<file path="src/rtl/pe_log_pkg.sv">
// Shared widths, weight-code layout and arithmetic helpers for the log-quantised PE array.
// sat_add/add_ovf are only used when PE_LOG_SAT_EN is defined.
package pe_log_pkg;

  localparam int DEF_LANES  = 4;
  localparam int DEF_ACT_W  = 8;
  localparam int DEF_W_W    = 4;
  localparam int DEF_ACC_W  = 21;
  localparam int DEF_PROD_W = DEF_ACT_W + 2**(DEF_W_W-1) - 1;

  typedef struct packed {
    logic                 sign;
    logic [DEF_W_W-2:0]   shift;
  } weight_code_t;

  // Helpers work at 64 bits; callers truncate, which stays exact modulo 2**width.
  function automatic logic [63:0] log_mul(input logic signed [63:0] act,
                                          input logic neg,
                                          input int unsigned shift);
    logic signed [63:0] mag;
    mag = act <<< shift;
    return neg ? -mag : mag;
  endfunction

  function automatic logic signed [63:0] sat_add(input logic signed [63:0] a,
                                                 input logic signed [63:0] b,
                                                 input int unsigned w);
    logic signed [63:0] sum, hi, lo;
    sum = a + b;
    hi  = (64'sd1 <<< (w - 1)) - 64'sd1;
    lo  = -(64'sd1 <<< (w - 1));
    if (sum > hi) return hi;
    if (sum < lo) return lo;
    return sum;
  endfunction

  function automatic logic add_ovf(input logic signed [63:0] a,
                                   input logic signed [63:0] b,
                                   input int unsigned w);
    logic signed [63:0] sum, hi, lo;
    sum = a + b;
    hi  = (64'sd1 <<< (w - 1)) - 64'sd1;
    lo  = -(64'sd1 <<< (w - 1));
    return (sum > hi) || (sum < lo);
  endfunction

endpackage

</file>
<file path="src/rtl/pe_log_mac_array_if.sv">
// Beat/weight/result bundle of one PE tile; master drives beats, slave is the PE.
// sat_flag exists only when PE_LOG_SAT_EN is defined.
interface pe_log_mac_array_if
  import pe_log_pkg::*;
#(
  parameter int LANES = DEF_LANES,
  parameter int ACT_W = DEF_ACT_W,
  parameter int W_W   = DEF_W_W,
  parameter int ACC_W = DEF_ACC_W
);
  logic                   in_valid;
  logic [LANES*ACT_W-1:0] act_in;
  logic [LANES*ACC_W-1:0] psum_in;
  logic [LANES*W_W-1:0]   w_in;
  logic                   w_shift_en;
  logic                   w_load;
  logic                   os_mode;
  logic                   acc_clear;
  logic                   acc_drain;
  logic [LANES*ACT_W-1:0] act_out;
  logic [LANES*W_W-1:0]   w_out;
  logic [LANES*ACC_W-1:0] psum_out;
  logic                   out_valid;
`ifdef PE_LOG_SAT_EN
  logic                   sat_flag;

  modport master (
    output in_valid, act_in, psum_in, w_in, w_shift_en, w_load, os_mode, acc_clear, acc_drain,
    input  act_out, w_out, psum_out, out_valid, sat_flag
  );
  modport slave (
    input  in_valid, act_in, psum_in, w_in, w_shift_en, w_load, os_mode, acc_clear, acc_drain,
    output act_out, w_out, psum_out, out_valid, sat_flag
  );
`else
  modport master (
    output in_valid, act_in, psum_in, w_in, w_shift_en, w_load, os_mode, acc_clear, acc_drain,
    input  act_out, w_out, psum_out, out_valid
  );
  modport slave (
    input  in_valid, act_in, psum_in, w_in, w_shift_en, w_load, os_mode, acc_clear, acc_drain,
    output act_out, w_out, psum_out, out_valid
  );
`endif
endinterface

</file>
<file path="src/rtl/pe_log_lane.sv">
// One MAC lane: stage-0 act/psum, shadow+active weights, shift-negate product, WS sum or OS accumulator.
// Beat and mode qualifiers come from the shared control pipeline; PE_LOG_SAT_EN makes adds saturate.
module pe_log_lane
  import pe_log_pkg::*;
#(
  parameter int ACT_W = DEF_ACT_W,
  parameter int W_W   = DEF_W_W,
  parameter int ACC_W = DEF_ACC_W
) (
  input  logic                    clk,
  input  logic                    rst,
  input  logic                    inValid,
  input  logic signed [ACT_W-1:0] actIn,
  input  logic signed [ACC_W-1:0] psumIn,
  input  logic [W_W-1:0]          wIn,
  input  logic                    wShiftEn,
  input  logic                    wLoad,
  input  logic                    wsBeat,
  input  logic                    osBeat,
  input  logic                    clrBeat,
  input  logic                    drainBeat,
  output logic signed [ACT_W-1:0] actOut,
  output logic [W_W-1:0]          wOut,
  output logic signed [ACC_W-1:0] psumOut
`ifdef PE_LOG_SAT_EN
  ,
  output logic                    satHit
`endif
);
  localparam int PROD_W = ACT_W + 2**(W_W-1) - 1;

  logic signed [ACT_W-1:0]  actReg;
  logic signed [ACC_W-1:0]  psumReg;
  logic signed [ACC_W-1:0]  accReg;
  logic [W_W-1:0]           shadowW;
  logic [W_W-1:0]           activeW;
  logic signed [PROD_W-1:0] prod;
  logic signed [ACC_W-1:0]  prodExt;
  logic signed [ACC_W-1:0]  osBase;
  logic signed [ACC_W-1:0]  wsSum;
  logic signed [ACC_W-1:0]  osSum;

  always_comb begin
    // Truncating to PROD_W reproduces the single wrap case (most-negative act, max shift, negated).
    prod    = PROD_W'(log_mul(64'(actReg), activeW[W_W-1], 32'(activeW[W_W-2:0])));
    prodExt = ACC_W'(prod);
    // A drain in the same beat hands the old sum out, so the add restarts from zero.
    osBase  = (clrBeat || drainBeat) ? '0 : accReg;
`ifdef PE_LOG_SAT_EN
    wsSum   = ACC_W'(sat_add(64'(psumReg), 64'(prodExt), ACC_W));
    osSum   = ACC_W'(sat_add(64'(osBase), 64'(prodExt), ACC_W));
    satHit  = (wsBeat && add_ovf(64'(psumReg), 64'(prodExt), ACC_W)) ||
              (osBeat && add_ovf(64'(osBase), 64'(prodExt), ACC_W));
`else
    wsSum   = psumReg + prodExt;
    osSum   = osBase + prodExt;
`endif
  end

  always_ff @(posedge clk or posedge rst) begin
    if (rst) begin
      actReg  <= '0;
      psumReg <= '0;
      accReg  <= '0;
      shadowW <= '0;
      activeW <= '0;
      psumOut <= '0;
    end else begin
      if (inValid) begin
        actReg  <= actIn;
        psumReg <= psumIn;
      end
      if (wShiftEn) shadowW <= wIn;
      // Nonblocking read of shadowW: a simultaneous shift still loads the old shadow.
      if (wLoad) activeW <= shadowW;
      if (wsBeat) psumOut <= wsSum;
      else if (drainBeat) psumOut <= accReg;
      if (osBeat) accReg <= osSum;
      else if (drainBeat) accReg <= '0;
    end
  end

  assign actOut = actReg;
  assign wOut   = shadowW;

endmodule

</file>
<file path="src/rtl/pe_log_mac_array.sv">
// Systolic log-weight PE tile of LANES lanes; 2-cycle in_valid->out_valid, 1-cycle act forwarding.
// No backpressure: every valid beat is accepted; PE_LOG_SAT_EN adds saturation and sat_flag.
module pe_log_mac_array
  import pe_log_pkg::*;
#(
  parameter int LANES = DEF_LANES,
  parameter int ACT_W = DEF_ACT_W,
  parameter int W_W   = DEF_W_W,
  parameter int ACC_W = DEF_ACC_W
) (
  input  logic                 clk,
  input  logic                 rst,
  pe_log_mac_array_if.slave    bus
);
  logic v0;
  logic osMode0;
  logic clear0;
  logic drain0;
  logic outValidReg;
  logic wsBeat;
  logic osBeat;
  logic drainBeat;

  logic [LANES-1:0][ACT_W-1:0] actOutArr;
  logic [LANES-1:0][W_W-1:0]   wOutArr;
  logic [LANES-1:0][ACC_W-1:0] psumOutArr;

  // Mode and clear/drain travel with the beat, so mode changes with beats in flight are safe.
  assign wsBeat    = v0 && !osMode0;
  assign osBeat    = v0 && osMode0;
  assign drainBeat = drain0 && osMode0;

`ifdef PE_LOG_SAT_EN
  logic [LANES-1:0] laneSat;
  logic             satFlagReg;
`endif

  for (genvar g = 0; g < LANES; g++) begin : gLane
    pe_log_lane #(
      .ACT_W (ACT_W),
      .W_W   (W_W),
      .ACC_W (ACC_W)
    ) uLane (
      .clk       (clk),
      .rst       (rst),
      .inValid   (bus.in_valid),
      .actIn     (bus.act_in[g*ACT_W +: ACT_W]),
      .psumIn    (bus.psum_in[g*ACC_W +: ACC_W]),
      .wIn       (bus.w_in[g*W_W +: W_W]),
      .wShiftEn  (bus.w_shift_en),
      .wLoad     (bus.w_load),
      .wsBeat    (wsBeat),
      .osBeat    (osBeat),
      .clrBeat   (clear0),
      .drainBeat (drainBeat),
      .actOut    (actOutArr[g]),
      .wOut      (wOutArr[g]),
      .psumOut   (psumOutArr[g])
`ifdef PE_LOG_SAT_EN
      ,
      .satHit    (laneSat[g])
`endif
    );
  end

  always_ff @(posedge clk or posedge rst) begin
    if (rst) begin
      v0          <= 1'b0;
      osMode0     <= 1'b0;
      clear0      <= 1'b0;
      drain0      <= 1'b0;
      outValidReg <= 1'b0;
    end else begin
      v0          <= bus.in_valid;
      osMode0     <= bus.os_mode;
      clear0      <= bus.acc_clear;
      drain0      <= bus.acc_drain;
      outValidReg <= wsBeat || drainBeat;
    end
  end

`ifdef PE_LOG_SAT_EN
  always_ff @(posedge clk or posedge rst) begin
    if (rst) satFlagReg <= 1'b0;
    else     satFlagReg <= |laneSat;
  end
  assign bus.sat_flag = satFlagReg;
`endif

  assign bus.act_out   = actOutArr;
  assign bus.w_out     = wOutArr;
  assign bus.psum_out  = psumOutArr;
  assign bus.out_valid = outValidReg;

endmodule
</file>
<file path="src/flat_wrapper.sv">
// flat-port wrapper written by rule: the top's interface ports become plain ports
module pe_log_mac_array_flat import pe_log_pkg::*;
#(
  parameter int LANES = DEF_LANES,
  parameter int ACT_W = DEF_ACT_W,
  parameter int W_W   = DEF_W_W,
  parameter int ACC_W = DEF_ACC_W
)
  (clk, rst, bus_in_valid, bus_act_in, bus_psum_in, bus_w_in, bus_w_shift_en, bus_w_load, bus_os_mode, bus_acc_clear, bus_acc_drain, bus_act_out, bus_w_out, bus_psum_out, bus_out_valid);
  pe_log_mac_array_if #(.LANES(LANES), .ACT_W(ACT_W), .W_W(W_W), .ACC_W(ACC_W)) bus_i ();
  input  logic clk;
  input  logic rst;
  input wire logic [$bits(bus_i.in_valid)-1:0] bus_in_valid;
  input wire logic [$bits(bus_i.act_in)-1:0] bus_act_in;
  input wire logic [$bits(bus_i.psum_in)-1:0] bus_psum_in;
  input wire logic [$bits(bus_i.w_in)-1:0] bus_w_in;
  input wire logic [$bits(bus_i.w_shift_en)-1:0] bus_w_shift_en;
  input wire logic [$bits(bus_i.w_load)-1:0] bus_w_load;
  input wire logic [$bits(bus_i.os_mode)-1:0] bus_os_mode;
  input wire logic [$bits(bus_i.acc_clear)-1:0] bus_acc_clear;
  input wire logic [$bits(bus_i.acc_drain)-1:0] bus_acc_drain;
  output wire logic [$bits(bus_i.act_out)-1:0] bus_act_out;
  output wire logic [$bits(bus_i.w_out)-1:0] bus_w_out;
  output wire logic [$bits(bus_i.psum_out)-1:0] bus_psum_out;
  output wire logic [$bits(bus_i.out_valid)-1:0] bus_out_valid;
  assign bus_i.in_valid = bus_in_valid;
  assign bus_i.act_in = bus_act_in;
  assign bus_i.psum_in = bus_psum_in;
  assign bus_i.w_in = bus_w_in;
  assign bus_i.w_shift_en = bus_w_shift_en;
  assign bus_i.w_load = bus_w_load;
  assign bus_i.os_mode = bus_os_mode;
  assign bus_i.acc_clear = bus_acc_clear;
  assign bus_i.acc_drain = bus_acc_drain;
  assign bus_act_out = bus_i.act_out;
  assign bus_w_out = bus_i.w_out;
  assign bus_psum_out = bus_i.psum_out;
  assign bus_out_valid = bus_i.out_valid;
  pe_log_mac_array #(.LANES(LANES), .ACT_W(ACT_W), .W_W(W_W), .ACC_W(ACC_W)) u_core (.clk(clk), .rst(rst), .bus(bus_i));
endmodule
</file>
<file path="config.mk">
export PLATFORM = sky130hd
export DESIGN_NAME = pe_log_mac_array_flat
export DESIGN_NICKNAME = d
export VERILOG_FILES = /design/src/rtl/pe_log_pkg.sv /design/src/rtl/pe_log_mac_array_if.sv /design/src/rtl/pe_log_lane.sv /design/src/rtl/pe_log_mac_array.sv /design/src/flat_wrapper.sv
export SDC_FILE = /design/constraint.sdc
export NUM_CORES = 1
export LEC_CHECK = 0
export BUFFER_PORTS_ARGS = -buffer_cell sky130_fd_sc_hd__clkbuf_2
export CORE_MARGIN = 2
export CORE_UTILIZATION = 45
export CTS_CLUSTER_SIZE = 20
export DETAILED_ROUTE_END_ITERATION = 10
export GPL_ROUTABILITY_DRIVEN = 0
export GPL_TIMING_DRIVEN = 0
export SYNTH_ARGS = -nofsm -noshare
export SYNTH_HDL_FRONTEND = slang
export SYNTH_HIERARCHICAL = 1
export SYNTH_SLANG_ARGS = --single-unit
</file>
<file path="constraint.sdc">
create_clock -name clk -period 6.3 [get_ports clk]
set_input_delay 0.315 -clock clk [delete_from_list [all_inputs] [get_ports clk]]
set_output_delay 0.315 -clock clk [all_outputs]
set_load 0.05 [all_outputs]
</file>
==> impl_metrics.py, run 1 <==
metrics = {
    "floorplan": {
        "die_w_um": 240.8,
        "ios": 273,
        "die_area_sq_um": 57980,
        "placementRows": 86,
        "dieHeight_um": 240.8,
        "core_area_sq_um": 55310,
        "start_util_pct": 45.62,
    },
    "synth": {
        "netlist_area_sq_um": 25230,
        "yosys.area.top_type": "dfrtp_1",
        "netlist_instances": 2679,
        "synth_top_area_share_pct": 31.84,
        "yosys-top-cells-area": "dfrtp_1 (32%), ha_1 (8.9%), mux2_2 (6.1%)",
        "ys.flop_type": "dfrtp_1",
        "ys_types": 122,
        "ys_ff_latch": 321,
        "synth-seq-area-share_pct": 31.84,
        "ys_top_cells_by_count": "dfrtp_1 (321), nand2_1 (253), o21ai_0 (204)",
        "yosysWarnings": 6,
        "yosysMostFrequentCell": "dfrtp_1",
        "synth_edf_count": 0,
        "syn_area_per_cell_sq_um": 9.418,
        "async_reset_ff_share_pct": 100.0,
        "syn_nets": 3007,
    },
    "timing": {
        "whs_ns": 0.07096,
        "slew_headroom_pct": 37.34,
        "rsz0062_at_grt": "no",
        "drv_slew": 0,
        "timing.fmax_mhz": 174.0,
        "tightest_slew_ns": 0.9301,
        "skew_ns": 0.02044,
        "fin_crit_sh_pct": 91.21,
        "period_minus_slack_ns": 5.747,
        "hold_viol": 0,
        "fin_setup_tns_ns": 0,
        "setup_violations": 0,
    },
    "global_route": {
        "globalRouteOverflowTotal": 0,
        "grt_usage_pct": 25.16,
        "grt_max_degree": 61,
        "grt_pass1_wl_um": 116700,
        "grt_pass1_vias": 22110,
        "antenna_found_initial": 4,
    },
    "worst_setup_path": {
        "crit_path_start_kind": "flop",
        "worstSetupPathType": "reg -> reg",
        "crit_required_ns": 6.73,
        "worstPathMaxFanout": 10,
        "cp-end-kind": "flop",
        "reg2reg_depth": 19,
        "worstPathArrival_ns": 6.18,
    },
    "routing": {
        "top_layer_used": "met5",
        "drt_iter0_markers": 1143,
        "dr_wl_met2_um": 33730,
        "vias": 21960,
        "met3_length_um": 3975,
        "vias_per_cell": 5.611,
        "ant_nets": 0,
        "drcViolationCount": 0,
        "wirelength_um": 72910,
        "drt-met1-wl_um": 33070,
        "drt-pass1-iter-count": 5,
        "wl_per_cell_um": 18.63,
    },
    "cells_and_area": {
        "finalInstanceArea_sq_um": 30400,
        "syn_to_final_growth_pct": 20.51,
        "final_nets": 3460,
        "layout.cells.non_filler": 3913,
        "fillers": 5013,
        "drive_above_1_share_pct": 19.56,
    },
    "run_status": {
        "status": "completed",
    },
    "clocking": {
        "cts-root-buf": "clkbuf_16",
        "cts_tree": "yes",
        "htree_levels": 2,
        "clk_latency_ns": 0.56,
        "clock-sinks": 321,
        "numCtsBuffers": 40,
        "cts_buffer_depth": 3,
        "clk_pin_slew_ns": 0.06,
        "postCtsSetupRepairBufs": 0,
    },
    "power_and_ir_drop": {
        "vdd.ir_drop.worst_uv": 268.4,
        "power_density_nw_per_um2": 368.8,
        "leakage_uw": 0.01386,
    },
    "placed_design": {
        "dpl_cell_area_sq_um": 27630,
        "io_buffers": 272,
        "dp_hpwl_um": 54480,
        "place_inst": 3703,
    },
    "min_path": {
        "hold_path.class": "in -> reg",
        "min_path_cells": 2,
    },
    "run": {
        "max_cap_violations": 0,
    },
}
==> power breakdown <==
part	leakage [uW]	switching, uW	internal (uW)
sequential	0.00394	450	2570
combinational	0.00922	3560	2190
clock	0.000701	944	1510
total	0.0139	4950	6260
==> cell families after synthesis <==
| group | count (synthesis) | synth area share [%] |
|---|---|---|
| xor gates and xnor gates | 226 | 8.485 |
| and+or+nand+nor | 779 | 15.76 |
| DFF | 321 | 31.84 |
| adders and majority gates | 188 | 9.561 |
| AOI/OAI and AO/OA | 674 | 17.99 |
| buffers and inverters | 220 | 3.848 |
| muxes | 271 | 12.52 |
==> repair_timing <==
item | CTS | global route
hold buffers | 135 | 0
resized for setup | 0 | 0
hold endpoints to repair | 263 | 0
==> critical path, stage by stage (launching register included) <==
cell and delay (ns):
dfrtp_1 0.46, clkbuf_1 0.25, clkbuf_1 0.28, or3_1 0.42, ha_1 0.28, nand2_1 0.06, o21ai_0 0.26, ha_1 0.38
a21o_1 0.17, a21oi_1 0.21, nor2b_1 0.07, o21a_1 0.20, o311ai_0 0.74, a31oi_1 0.30, a41oi_1 0.53, a21oi_1 0.11
or2_2 0.31, a31oi_1 0.20, xor2_1 0.27, mux2i_1 0.11
==> layer usage <==
metal | vias up | track usage [%]
li1 | 10590 | -
met1 | 10630 | 33.54
met2 | 609 | 41.76
met3 | 127 | 4.072
met4 | 6 | 8.230
met5 | - | 0
==> flip-flops by register name, indices dropped and copies added, names as in the netlist <==
name	count
u_core/gLane.uLane/actOut	32
u_core/gLane.uLane/activeW	16
u_core/v0	1
u_core/gLane.uLane/psumReg	84
u_core/drain0	1
u_core/osMode0	1
u_core/gLane.uLane/accReg	84
u_core/gLane.uLane/wOut	16
u_core/gLane.uLane/psumOut	84
u_core/bus.out_valid	1
u_core/clear0	1
==> per-stage QoR <==
| step | power (uW) | setup WS (ns) | utilization [%] |
|---|---|---|---|
| 6_report | 11210 | 0.5535 | 54.97 |
| 3_5_place_dp | 8666 | 0.6368 | 49.96 |
| 3_3_place_gp | 8546 | 0.7239 | 49.77 |
| 4_1_cts | 11270 | 0.6303 | 54.97 |
| 2_1_floorplan | 7302 | 1.629 | - |
| 5_1_grt | 11980 | 0.1471 | 54.97 |
==> final timing paths <==
| kind | end | from | slack, ns |
|---|---|---|---|
| worst max-delay path | u_core/gLane[2].uLane/psumOut[19] | u_core/gLane[2].uLane/activeW[2] | 0.55 |
| worst min-delay path | u_core/gLane[1].uLane/psumReg[0] | bus_psum_in[21] | 0.07 |
| min in group asynchronous | u_core/osMode0 | rst | 0.40 |
| worst max register to register | u_core/gLane[2].uLane/psumOut[19] | u_core/gLane[2].uLane/activeW[2] | 0.55 |
| worst min register to register | u_core/bus.out_valid | u_core/drain0 | 0.49 |
| max in group asynchronous | u_core/gLane[3].uLane/accReg[18] | rst | 5.14 |
==> cell type report <==
| cell class | count | area (sq um) | area share [%] |
|---|---|---|---|
| clock buffer | 58 | 1221 | 4.016 |
| tap | 748 | 935.9 | 3.078 |
| inverter | 97 | 374.1 | 1.230 |
| sequential | 321 | 8033 | 26.42 |
| clock inverter | 16 | 196.4 | 0.6461 |
| multi-input combinational | 2138 | 16230 | 53.37 |
| buffer | 123 | 606.8 | 1.996 |
| antenna | 1 | 2.502 | 0.008230 |
| timing repair buffer | 411 | 2808 | 9.235 |
==> cells in the final DEF (no fill, tap or decap), types with 50 or more instances in the layout <==
| cell | synthesis | routed |
|---|---|---|
| nand3_1 | 55 | 55 |
| clkbuf_2 | 1 | 273 |
| and2_1 | 86 | 86 |
| a21o_1 | 50 | 50 |
| a21oi_1 | 136 | 136 |
| mux2i_1 | 110 | 110 |
| dfrtp_1 | 321 | 321 |
| clkbuf_1 | 68 | 73 |
| xnor2_1 | 121 | 121 |
| nand2b_1 | 51 | 51 |
| nor2_1 | 119 | 119 |
| xor2_1 | 92 | 92 |
| ha_1 | 180 | 180 |
| dlygate4sd3_1 | 0 | 135 |
| nand2_1 | 253 | 253 |
| mux2_2 | 136 | 136 |
| o21ai_0 | 204 | 204 |
| inv_1 | 94 | 90 |
(Power assumes the default switching activity.)
==> inputs of run 2 (changes only) <==
- ABC_AREA: not set -> 1
==> impl_metrics.py, run 2 <==
metrics = {
    "power_and_ir_drop": {
        "swShare_pct": 45.10,
        "power_density_nw_per_um2": 340.5,
        "vdd.ir_drop.worst_uv": 318.7,
        "p_switching_uw": 4581,
        "pwr-share-seq_pct": 26.8,
        "pwr-share-clk_pct": 23.7,
        "pwr-share-comb_pct": 49.5,
        "leakage_uw": 0.01526,
        "intPower_uw": 5577,
    },
    "floorplan": {
        "die_area_sq_um": 56890,
        "core_area_sq_um": 54130,
        "ios": 273,
        "placementRows": 85,
        "start_util_pct": 45.72,
        "dieHeight_um": 238.5,
        "die_w_um": 238.5,
    },
    "worst_setup_path": {
        "cp-end-kind": "flop",
        "crit_path_frequent_cell": "inv_1",
        "path_buf_inv": 7,
        "cp_top_family": "buffers and inverters",
        "crit_path_start_kind": "flop",
        "worstSetupPathType": "reg -> reg",
        "slowest_stage": "inv_1",
        "cpPeakStageDelay_ns": 0.71,
        "crit_required_ns": 6.74,
        "worstPathArrival_ns": 4.76,
        "worstPathMaxFanout": 16,
    },
    "clocking": {
        "postCtsSetupRepairBufs": 0,
        "clk_latency_ns": 0.56,
        "clk_pin_slew_ns": 0.05,
        "htree_levels": 2,
        "cts-root-buf": "clkbuf_16",
        "cts_tree": "yes",
        "clock-sinks": 321,
        "numCtsBuffers": 41,
        "cts_buffer_depth": 3,
    },
    "placed_design": {
        "dp_hpwl_um": 56300,
        "io_buffers": 272,
        "place_inst": 4211,
        "dpl_cell_area_sq_um": 27100,
    },
    "timing": {
        "drv_slew": 0,
        "timing.fmax_mhz": 231.3,
        "slew_headroom_pct": 12.09,
        "hold_viol": 0,
        "rsz0062_at_grt": "no",
        "fin_setup_tns_ns": 0,
        "skew_ns": 0.02435,
        "tightest_slew_ns": 1.305,
        "fin_crit_sh_pct": 68.64,
        "setup_violations": 0,
        "period_minus_slack_ns": 4.324,
    },
    "synth": {
        "netlist_instances": 3239,
        "yosys-top-cells-area": "dfrtp_1 (32%), nand2_1 (11%), ha_1 (9.1%)",
        "yosysMostFrequentCell": "nand2_1",
        "ys.flop_type": "dfrtp_1",
        "ys_top_cells_by_count": "nand2_1 (735), inv_1 (368), dfrtp_1 (321)",
        "ys_ff_latch": 321,
        "synth_top_area_share_pct": 32.45,
        "async_reset_ff_share_pct": 100.0,
        "synth_edf_count": 0,
        "syn_nets": 3567,
        "netlist_area_sq_um": 24750,
        "synth-seq-area-share_pct": 32.45,
        "yosys.area.top_type": "dfrtp_1",
        "syn_area_per_cell_sq_um": 7.642,
        "yosysWarnings": 6,
        "ys_types": 59,
    },
    "cells_and_area": {
        "drive_above_1_share_pct": 19.70,
        "mostFrequentLayoutCell": "nand2_1",
        "final_nets": 4022,
        "finalInstanceArea_sq_um": 29830,
        "utilization_pct": 55.11,
        "syn_to_final_growth_pct": 20.52,
        "largestRegisters": "u_core/gLane.uLane/accReg (84), u_core/gLane.uLane/psumOut (84), u_core/gLane.uLane/psumReg (84)",
        "multiInputGateArea_sq_um": 14750,
        "fillers": 5044,
        "seq_area_sq_um": 8033,
        "layout.cells.non_filler": 4420,
        "most-common-layout-cells": "nand2_1 (735), inv_1 (364), dfrtp_1 (321)",
    },
    "global_route": {
        "grt_pass1_vias": 23170,
        "grt_usage_pct": 25.51,
        "antenna_found_initial": 2,
        "grt_max_degree": 69,
        "globalRouteOverflowTotal": 0,
        "grt_pass1_wl_um": 117300,
    },
    "routing": {
        "drt-pass1-iter-count": 5,
        "ant_nets": 0,
        "wl_per_cell_um": 16.46,
        "vias_per_cell": 5.274,
        "drt_iter0_markers": 1195,
        "drcViolationCount": 0,
        "wirelength_um": 72740,
        "vias": 23310,
    },
    "min_path": {
        "hold_path.class": "in -> async",
    },
    "run_status": {
        "status": "completed",
    },
    "run": {
        "max_cap_violations": 0,
    },
}
## run 2: changes by cell type after synthesis, sizes merged, moves of 88 or more
cell,previous run,this run
nor2,119,254
nand2,253,854
mux2i,110,0
and2,90,2
inv,95,397
nand3,55,251
## run 2: kinds of logic after synthesis
family          count (synthesis)  synth area share, %
compound gates                583                13.25
xor+xnor                      113                4.090
fa+ha+maj                     188                9.746
buf+inv                       479                7.967
flops                         321                32.45
mux                           124                5.641
simple gates                 1431                26.85
## run 2: worst paths after layout
path                                start                               end  slack [ns]  depth (start not counted)
max                        u_core/osMode0  u_core/gLane[1].uLane/accReg[20]        1.98                         25
min                                   rst                         u_core/v0        0.43                          3
max reg2reg                u_core/osMode0  u_core/gLane[1].uLane/accReg[20]        1.98                         25
min reg2reg                 u_core/drain0              u_core/bus.out_valid        0.47                          2
max in group asynchronous             rst  u_core/gLane[0].uLane/accReg[14]        5.14                          4
min in group clk            bus_acc_drain                     u_core/drain0        0.45                          2
## run 2: layout make-up
class / instances / area share (%)
clock inverter: 14 / 0.6291
sequential: 321 / 26.93
antenna: 4 / 0.03355
buffer: 79 / 1.476
tap: 696 / 2.919
inverter: 400 / 5.167
multi-input combinational: 2439 / 49.43
timing repair buffer: 412 / 9.496
clock buffer: 55 / 3.917
## run 2: metrics by stage
step                      setup WS (ns)  hold WS (ns)  power, uW
after global placement            2.123        0.2696       7558
after global routing              1.464        0.4422      10910
final                             1.976        0.4327      10160
after detailed placement          2.056        0.3834       7652
after CTS                         1.998        0.4077      10200
after floorplan                   2.610       0.09352       6479
## run 2: worst register-to-register path: stages, from the launching register on
cell and delay [ns]:
dfrtp_1 0.36, nand2_1 0.07, inv_1 0.71, nor2_1 0.12
inv_1 0.17, clkbuf_1 0.46, nor2_1 0.10, ha_1 0.29
inv_1 0.05, nor2_1 0.11, inv_1 0.07, o21ai_0 0.21
inv_1 0.08, o21ai_0 0.22, inv_1 0.09, o21a_1 0.19
nor2_1 0.17, nand3_2 0.11, nand2_2 0.10, nand3_1 0.09
nand2_2 0.11, nand2_1 0.08, nand2_1 0.06, nand2_1 0.05
nand3_1 0.08, nand2_1 0.06
## run 2: per-layer routing
layer | wire length (um) | GRT usage (%) | part of all wire (%)
met1 | 33690 | 34.16 | 46
met2 | 32830 | 41.84 | 45
met3 | 3695 | 3.811 | 5.1
met4 | 2516 | 9.432 | 3.5
met5 | 0 | 0 | 0
## run 2: timing repair
action,in CTS,in global routing
endpoints found under the hold margin,234,0
gates resized for setup,0,0
hold buffers,136,0
## run 2: power by group through the flow
stage	clock network, uW	registers [uW]	logic (uW)
6_report	2410	2720	5030
5_1_grt	2550	2770	5590
3_5_place_dp	0	2750	4900
2_1_floorplan	0	3340	3140
3_3_place_gp	0	2750	4810
4_1_cts	2480	2720	5000
